`config.mk`:
```
export PLATFORM = sky130hd
export DESIGN_NAME = popcount_seq
export DESIGN_NICKNAME = d
export VERILOG_FILES = /design/src/rtl/popcount_seq.sv
export SDC_FILE = /design/constraint.sdc
export NUM_CORES = 1
export LEC_CHECK = 0
export BUFFER_PORTS_ARGS = -buffer_cell sky130_fd_sc_hd__buf_2
export CAP_MARGIN = 20
export CORE_MARGIN = 10
export CORE_UTILIZATION = 45
export CTS_BUF_LIST = sky130_fd_sc_hd__clkbuf_16
export DETAILED_ROUTE_END_ITERATION = 16
export GPL_ROUTABILITY_DRIVEN = 0
export PLACE_DENSITY = 0.71
export SKIP_LAST_GASP = 1
export SYNTH_ARGS = -nofsm -noshare
export SYNTH_HDL_FRONTEND = slang
export SYNTH_SLANG_ARGS = --single-unit
```
`constraint.sdc`:
```
create_clock -name clk -period 4.5 [get_ports clk]
set_input_delay 0.9 -clock clk [delete_from_list [all_inputs] [get_ports clk]]
set_output_delay 0.9 -clock clk [all_outputs]
set_load 0.02 [all_outputs]
```
`src/rtl/popcount_seq.sv`:
```
// Sequenced population counter: captures a TOTAL_W-bit word, then counts it
// CHUNK_W bits per cycle through one shared combinational chunk counter.
module popcount_seq #(
    parameter  int TOTAL_W     = 64,
    parameter  int CHUNK_W     = 10,
    localparam int NCHUNK      = (TOTAL_W + CHUNK_W - 1) / CHUNK_W,
    localparam int CNT_W       = $clog2(TOTAL_W + 1),
    localparam int CHUNK_POS_W = $clog2(CHUNK_W + 1)
) (
    input  logic               clk,
    input  logic               rst_n,
    input  logic               clear,
    input  logic               in_valid,
    output logic               in_ready,
    input  logic [TOTAL_W-1:0] in_data,
    output logic               out_valid,
    input  logic               out_ready,
    output logic [CNT_W-1:0]   out_count,
    output logic               busy
);

    localparam int IDX_W = (NCHUNK > 1) ? $clog2(NCHUNK) : 1;
    localparam int PAD_W = NCHUNK * CHUNK_W;

    typedef enum logic [1:0] {
        ST_IDLE,
        ST_RUN,
        ST_DONE
    } state_t;

    state_t             state_q, state_d;
    logic [IDX_W-1:0]   idx_q, idx_d;
    logic [CNT_W-1:0]   acc_q, acc_d;
    logic [TOTAL_W-1:0] word_q, word_d;
    logic               out_valid_q, out_valid_d;
    logic [CNT_W-1:0]   out_count_q, out_count_d;
    logic               in_ready_q, in_ready_d;
    logic               busy_q, busy_d;

    logic [PAD_W-1:0]       word_pad;
    logic [CHUNK_W-1:0]     chunks [NCHUNK];
    logic [CHUNK_W-1:0]     chunk_sel;
    logic [CHUNK_POS_W-1:0] chunk_cnt;
    logic [CNT_W-1:0]       acc_sum;
    logic                   last_chunk;

    // Bits past TOTAL_W in the final chunk are tied to zero rather than sampled.
    genvar gi;
    generate
        for (gi = 0; gi < PAD_W; gi++) begin : g_pad
            if (gi < TOTAL_W) begin : g_bit
                assign word_pad[gi] = word_q[gi];
            end else begin : g_zero
                assign word_pad[gi] = 1'b0;
            end
        end
        for (gi = 0; gi < NCHUNK; gi++) begin : g_chunk
            assign chunks[gi] = word_pad[gi*CHUNK_W +: CHUNK_W];
        end
    endgenerate

    always_comb begin
        chunk_sel = '0;
        for (int k = 0; k < NCHUNK; k++) begin
            if (idx_q == IDX_W'(k)) begin
                chunk_sel = chunks[k];
            end
        end
    end

    always_comb begin
        chunk_cnt = '0;
        for (int i = 0; i < CHUNK_W; i++) begin
            chunk_cnt = chunk_cnt + CHUNK_POS_W'(chunk_sel[i]);
        end
    end

    assign acc_sum    = acc_q + CNT_W'(chunk_cnt);
    assign last_chunk = (idx_q == IDX_W'(NCHUNK - 1));

    always_comb begin
        state_d     = state_q;
        idx_d       = idx_q;
        acc_d       = acc_q;
        word_d      = word_q;
        out_valid_d = out_valid_q;
        out_count_d = out_count_q;
        in_ready_d  = in_ready_q;
        busy_d      = busy_q;

        if (clear) begin
            state_d     = ST_IDLE;
            idx_d       = '0;
            acc_d       = '0;
            out_valid_d = 1'b0;
            in_ready_d  = 1'b1;
            busy_d      = 1'b0;
        end else begin
            case (state_q)
                ST_IDLE: begin
                    if (in_valid) begin
                        word_d     = in_data;
                        idx_d      = '0;
                        acc_d      = '0;
                        state_d    = ST_RUN;
                        in_ready_d = 1'b0;
                        busy_d     = 1'b1;
                    end
                end
                ST_RUN: begin
                    acc_d = acc_sum;
                    idx_d = idx_q + IDX_W'(1);
                    if (last_chunk) begin
                        idx_d       = '0;
                        out_count_d = acc_sum;
                        out_valid_d = 1'b1;
                        state_d     = ST_DONE;
                    end
                end
                ST_DONE: begin
                    // Return to IDLE only; the next word is accepted a cycle later.
                    if (out_ready) begin
                        out_valid_d = 1'b0;
                        state_d     = ST_IDLE;
                        in_ready_d  = 1'b1;
                        busy_d      = 1'b0;
                    end
                end
                default: begin
                    state_d     = ST_IDLE;
                    out_valid_d = 1'b0;
                    in_ready_d  = 1'b1;
                    busy_d      = 1'b0;
                end
            endcase
        end
    end

    always_ff @(posedge clk or negedge rst_n) begin
        if (!rst_n) begin
            state_q     <= ST_IDLE;
            idx_q       <= '0;
            acc_q       <= '0;
            word_q      <= '0;
            out_valid_q <= 1'b0;
            out_count_q <= '0;
            in_ready_q  <= 1'b1;
            busy_q      <= 1'b0;
        end else begin
            state_q     <= state_d;
            idx_q       <= idx_d;
            acc_q       <= acc_d;
            word_q      <= word_d;
            out_valid_q <= out_valid_d;
            out_count_q <= out_count_d;
            in_ready_q  <= in_ready_d;
            busy_q      <= busy_d;
        end
    end

    // clear blocks acceptance in the same cycle, so ready is withdrawn with it.
    assign in_ready  = in_ready_q & ~clear;
    assign out_valid = out_valid_q;
    assign out_count = out_count_q;
    assign busy      = busy_q;

endmodule

```
# After elaboration in Yosys (flattened, before gate mapping)
# Index checks and enable logic that the tools add are counted.
[classes]
add_sub_neg = 11
eq_ne = 13
mux = 30
bitwise_logic = 2
n_reduce_logical = 9
[op_table]
columns = ["op", "n"]
rows = [
  ["$mux W10", 7],
  ["$add A4 B1 Y4", 6],
  ["$reduce_and A3 Y1", 5],
  ["$mux W7", 2],
  ["$pmux W7 S2", 1],
  ["$eq A3 B3 Y1 const B", 3],
  ["$mux W3", 3],
  ["$ne A3 B3 Y1 const B", 3],
  ["$pmux W1 S3", 3],
  ["$mux W1", 8],
  ["$mux W2", 4],
  ["$add A7 B4 Y7", 1],
  ["$eq A3 B2 Y1 const B", 2],
  ["$pmux W2 S3", 1],
  ["$pmux W3 S2", 1],
  ["$add A3 B1 Y4", 1],
  ["$ne A2 B2 Y1 const B", 2],
  ["$add A2 B1 Y3", 1],
  ["$add A3 B1 Y3 const B", 1],
  ["$eq A3 B1 Y1 const B", 1],
  ["$logic_not A3 Y1", 1],
  ["$reduce_bool A3 Y1", 1],
  ["$add A1 B1 Y2", 1],
  ["$eq A2 B1 Y1 const B", 1],
  ["other kinds (5)", 5],
]
[totals]
reg_bits = 86
out_inout_bits = 10
wordCells = 73

# Longest topological paths before layout
[logic_depth]
depth_word = 20
depth_mapped = 19
mapped_depth_nobuf = 17

# Least setup slack after synthesis
# Ideal clock, no wire load.
[synth_timing]
path_type = "reg-to-reg"
start = "reg idx_q[1]"
end = "reg acc_q[6]"
setup_time_ns = 0.121
t_arrival_ns = 4.572
t_required_ns = 4.379
path_slack_ns = -0.193
path_stages_with_launch = 18
path_buffers = 2
synth_period_minus_slack_ns = 4.693
cell_sequence = "dfrtp_1 -> buf_4 -> buf_2 -> and2_1 -> ha_1 -> nor2_2 -> o221ai_1 -> a21oi_1 -> o21ai_1 -> fa_1 -> fa_1 -> fa_1 -> fa_1 -> fa_1 -> nor2b_1 -> o31a_1 -> o21ai_1 -> a22o_1"
[synth_between]
elab_chain_cells = 20
elab_cells_between_ends = 26
[synth_rtl]
columns = ["element", "line_no", "rtl"]
rows = [
  ["start: declaration", "32", "logic [IDX_W-1:0] idx_q, idx_d;"],
  ["start signal: assignment", "151", "idx_q <= idx_d;"],
  ["$logic_not A3 Y1", "65", "if (idx_q == IDX_W'(k)) begin"],
  ["$mux W10 (6 in series)", "65", ""],
  ["$mux W10 (*)", "65", ""],
  ["$add A1 B1 Y2", "74", "chunk_cnt = chunk_cnt + CHUNK_POS_W'(chunk_sel[i]);"],
  ["$add A2 B1 Y3", "74", ""],
  ["$add A3 B1 Y4", "74", ""],
  ["$add A4 B1 Y4 (5 in series)", "74", ""],
  ["$add A4 B1 Y4 (*)", "74", ""],
  ["$add A7 B4 Y7 (*)", "78", "assign acc_sum = acc_q + CNT_W'(chunk_cnt);"],
  ["$pmux W7 S2 (*)", "99", "case (state_q)"],
  ["$mux W7 (*)", "91", "if (clear) begin"],
  ["end signal: assignment", "143", "acc_q <= '0;"],
  ["end signal: assignment", "152", "acc_q <= acc_d;"],
  ["end: declaration", "33", "logic [CNT_W-1:0] acc_q, acc_d;"],
]
# Every way passes the cells marked *; elsewhere a longest branch is shown, timed or not.
# A chain may end at the register's enable or synchronous reset.

# Worst setup path after layout
[layout_timing]
start = "reg idx_q[0]"
end = "reg acc_q[6]"
# The elaborated chain is that of the path after synthesis.

==> impl_metrics.env <==
export IMPL_final_cell_count_no_fill=594
export IMPL_post_route_cells_drive_above_1_share_pct=39.8
export IMPL_cp_common_cell="fa_1"
export IMPL_critPathTopFamily="adder cells"
export IMPL_utilization_pct=57.5
export IMPL_track_usage_pct=14.8
export IMPL_grt_met1_usage_pct=19.1
export IMPL_timing_fmax_mhz=225
export IMPL_synth_cells=376
export IMPL_buffer_type_at_the_clock_tree_root="clkbuf_16"
export IMPL_first_global_vias=3447
export IMPL_synthesis_yosys_warnings=0
export IMPL_antenna_found_initial=0
export IMPL_die_w_um=118
export IMPL_final_cycle_share_pct=98.7
export IMPL_worst_ep_required_time_ns=4.72
export IMPL_synth_sequential_area_ratio_pct=49.4
export IMPL_grt_max_degree=87
export IMPL_worst_setup_path_type="flop to flop"
export IMPL_hold_viol_final=0
export IMPL_antenna_cells=0
export IMPL_placeableCoreArea_um2=9330
export IMPL_async_sr_flop_fraction_pct=100
export IMPL_clkSlewWorstSetupHoldPaths_ns=0.07
export IMPL_cts_sinks=86
export IMPL_routed_wire_length_per_instance_um=17.8
export IMPL_worstSkewPairLatency_ns=0.33
export IMPL_timing_max_slew_rel_slack_pct=43.6
export IMPL_area_growth_syn_to_layout_pct=23.1
export IMPL_setup_slack_ns=0.0577
export IMPL_ys_seq_elements=86
export IMPL_outcome="complete, no violations"
export IMPL_detailed_place_hpwl_um=7690
export IMPL_globalRoute_totalOverflow=0
export IMPL_buffer_ports_inserted=78
export IMPL_numPlacedInstances=571
export IMPL_ir_drop_v=0.000239
export IMPL_worst_slew_pin_transition_ns=0.846
export IMPL_path_max_fanout=10
export IMPL_min_delay_path_class="input port to async pin"
export IMPL_syn_area_per_cell_um2=11.6
export IMPL_place_ws_ns=0.111
export IMPL_cts_made_buffers=9
export IMPL_synthTopCellsByArea="dfrtp_1 49%, mux2_2 13%, mux2_1 3.4%"
export IMPL_clockBufferDepth=2
export IMPL_post_synth_num_cell_types=55
export IMPL_crit_arrival_ns=4.66
export IMPL_vias=3230
export IMPL_timing_critical_path_buf_inv=2
export IMPL_routed_via_density=5.44
export IMPL_ios=79
export IMPL_timing_critical_path_from_type="flop"
export IMPL_drv_slew=0
export IMPL_fp_dieArea_um2=14000
export IMPL_ant_nets=0
export IMPL_mappedNetlistArea_um2=4360
export IMPL_final_net_count=542
export IMPL_end_kind="flop"
export IMPL_num_rows=35
export IMPL_critical_path_max_stage_delay_ns=0.53
export IMPL_cts_hold_buffers=0
export IMPL_first_pass_grt_wire_length_um=17300
export IMPL_globalRouteMet2Util_pct=23.2
export IMPL_cts_tree="done"
export IMPL_power_per_cell_area_nw_per_um2=505
export IMPL_synth_edf_count=0
export IMPL_drt_initial_violations=160
export IMPL_final_period_minus_worst_setup_slack_ns=4.44
export IMPL_drt_pass1_iterations=4
export IMPL_power_leakage_nw=2.40
export IMPL_critPathSlowestCell="fa_1"
export IMPL_crit_chain="and2_4 -> ha_4 -> buf_4 -> a221oi_1 -> a31oi_1 -> fa_1 -> inv_2 -> fa_1 -> fa_1 -> fa_2 -> fa_2 -> nor2b_4 -> o31a_1 -> o21ai_1 -> a22o_1"
export IMPL_gr_max_usage_layer="met2"
export IMPL_max_cap_violations=0
export IMPL_dieHeight_um=118
export IMPL_setup_viol=0
export IMPL_layout_cells_most_common="dfrtp_1"
export IMPL_use_met3_pct=4.24
export IMPL_number_of_nets_in_the_synthesized_netlist=458
export IMPL_synth_ff_type="dfrtp_1"
export IMPL_post_synth_top_area_fraction_pct=48.8
export IMPL_rsz0062_at_grt="true"
export IMPL_synth_largest_area_cell="dfrtp_1"
export IMPL_floorplan_initialDensity_pct=46.7
export IMPL_power_total_mw=2.71
export IMPL_commonest_cells_after_routing_fill_and_taps_aside="83 x dfrtp_1, 77 x buf_2, 50 x mux2_2"
export IMPL_clock_skew_final_ns=0.00587
export IMPL_cts_max_level=3
export IMPL_drc_errors=0
export IMPL_route_final_wire_length_um=10600
[where the power goes]
part	total [mW]	switching (mW)	internal (mW)
registers	1.01	0.0954	0.914
logic	0.920	0.465	0.456
clock network	0.781	0.299	0.482
total	2.71	0.859	1.85
[state kept, by name, indices dropped and copies added (netlist names)]
signal	flops
word_q	64
idx_q	3
out_valid	1
acc_q	7
out_count	7
in_ready_q	1
state_q	2
busy	1
[synth_stat cells, drive strengths merged, types with 3 or more instances]
cell type	n
dfrtp	85
mux2	63
o21ai	27
nand2	25
buf	19
nor2	16
a21oi	14
inv	14
clkbuf	7
fa	7
nor2b	7
o2bb2ai	7
ha	6
nand2b	6
nor3	6
o211ai	6
a31oi	5
o22ai	5
o31ai	5
a22o	4
o21a	4
a32o	3
mux2i	3
[per-layer routing]
layer	part of all wire (%)	wire length (um)
met1	45	4790
met2	47	5010
met3	5.7	602
met4	1.6	172
met5	0	0
[final cells by class]
cell class / instances / area (um2)
Timing Repair Buffer: 99 / 612
Clock inverter: 7 / 88.8
Inverter: 14 / 52.6
Clock buffer: 9 / 225
Multi-Input combinational cell: 250 / 2070
Sequential cell: 86 / 2160
Tap cell: 129 / 161
Fill cell: 774 / 3960
[path summary, 6_finish.rpt]
check                                               from  cells after the start  slack (ns)                  endpoint
worst max-delay path                idx_q[0]$_DFFE_PN0P_                     15        0.06      acc_q[6]$_DFFE_PN0P_
worst min-delay path                               rst_n                      1        0.44    word_q[60]$_DFFE_PN0P_
worst max register to register      idx_q[0]$_DFFE_PN0P_                     15        0.06      acc_q[6]$_DFFE_PN0P_
worst min register to register  out_count[5]$_DFFE_PN0P_                      2        0.47  out_count[5]$_DFFE_PN0P_
max in group asynchronous                          rst_n                      2        3.44      idx_q[1]$_DFFE_PN0P_
min in group clk                out_count[5]$_DFFE_PN0P_                      2        0.47  out_count[5]$_DFFE_PN0P_
[metrics by stage]
step           hold WS [ns]  setup TNS, ns  instance area, um2
2_1_floorplan         0.452              0                4370
3_3_place_gp          0.467              0                4880
3_5_place_dp          0.466              0                4880
4_1_cts               0.484              0                5200
5_1_grt               0.454         -0.157                5370
6_report              0.444              0                5370
[worst register-to-register path: stages (launching register included)]
cell and delay [ns]:
dfrtp_2 0.45, and2_4 0.19, ha_4 0.17, buf_4 0.17, a221oi_1 0.27, a31oi_1 0.10, fa_1 0.53, inv_2 0.04
fa_1 0.53, fa_1 0.45, fa_2 0.40, fa_2 0.40, nor2b_4 0.15, o31a_1 0.19, o21ai_1 0.08, a22o_1 0.19
[repair_timing]
action / 4_1_cts / 5_1_grt
setup endpoints to repair: 0 / 4
gates resized for setup: 0 / 23
buffers inserted: 0 / 6
[cell families (layout without fill, tap and decap cells)]
| family | count (synthesis) | in the layout | synth area share, % |
|---|---|---|---|
| AOI/OAI and AO/OA | 100 | 100 | 15.5 |
| adders and majority gates | 13 | 13 | 4.94 |
| muxes | 66 | 66 | 17.0 |
| DFF | 86 | 86 | 49.4 |
| buffers and inverters | 40 | 129 | 4.59 |
| and+or+nand+nor | 69 | 69 | 8.15 |
| xor gates and xnor gates | 2 | 2 | 0.402 |
(Power assumes the default switching activity.)
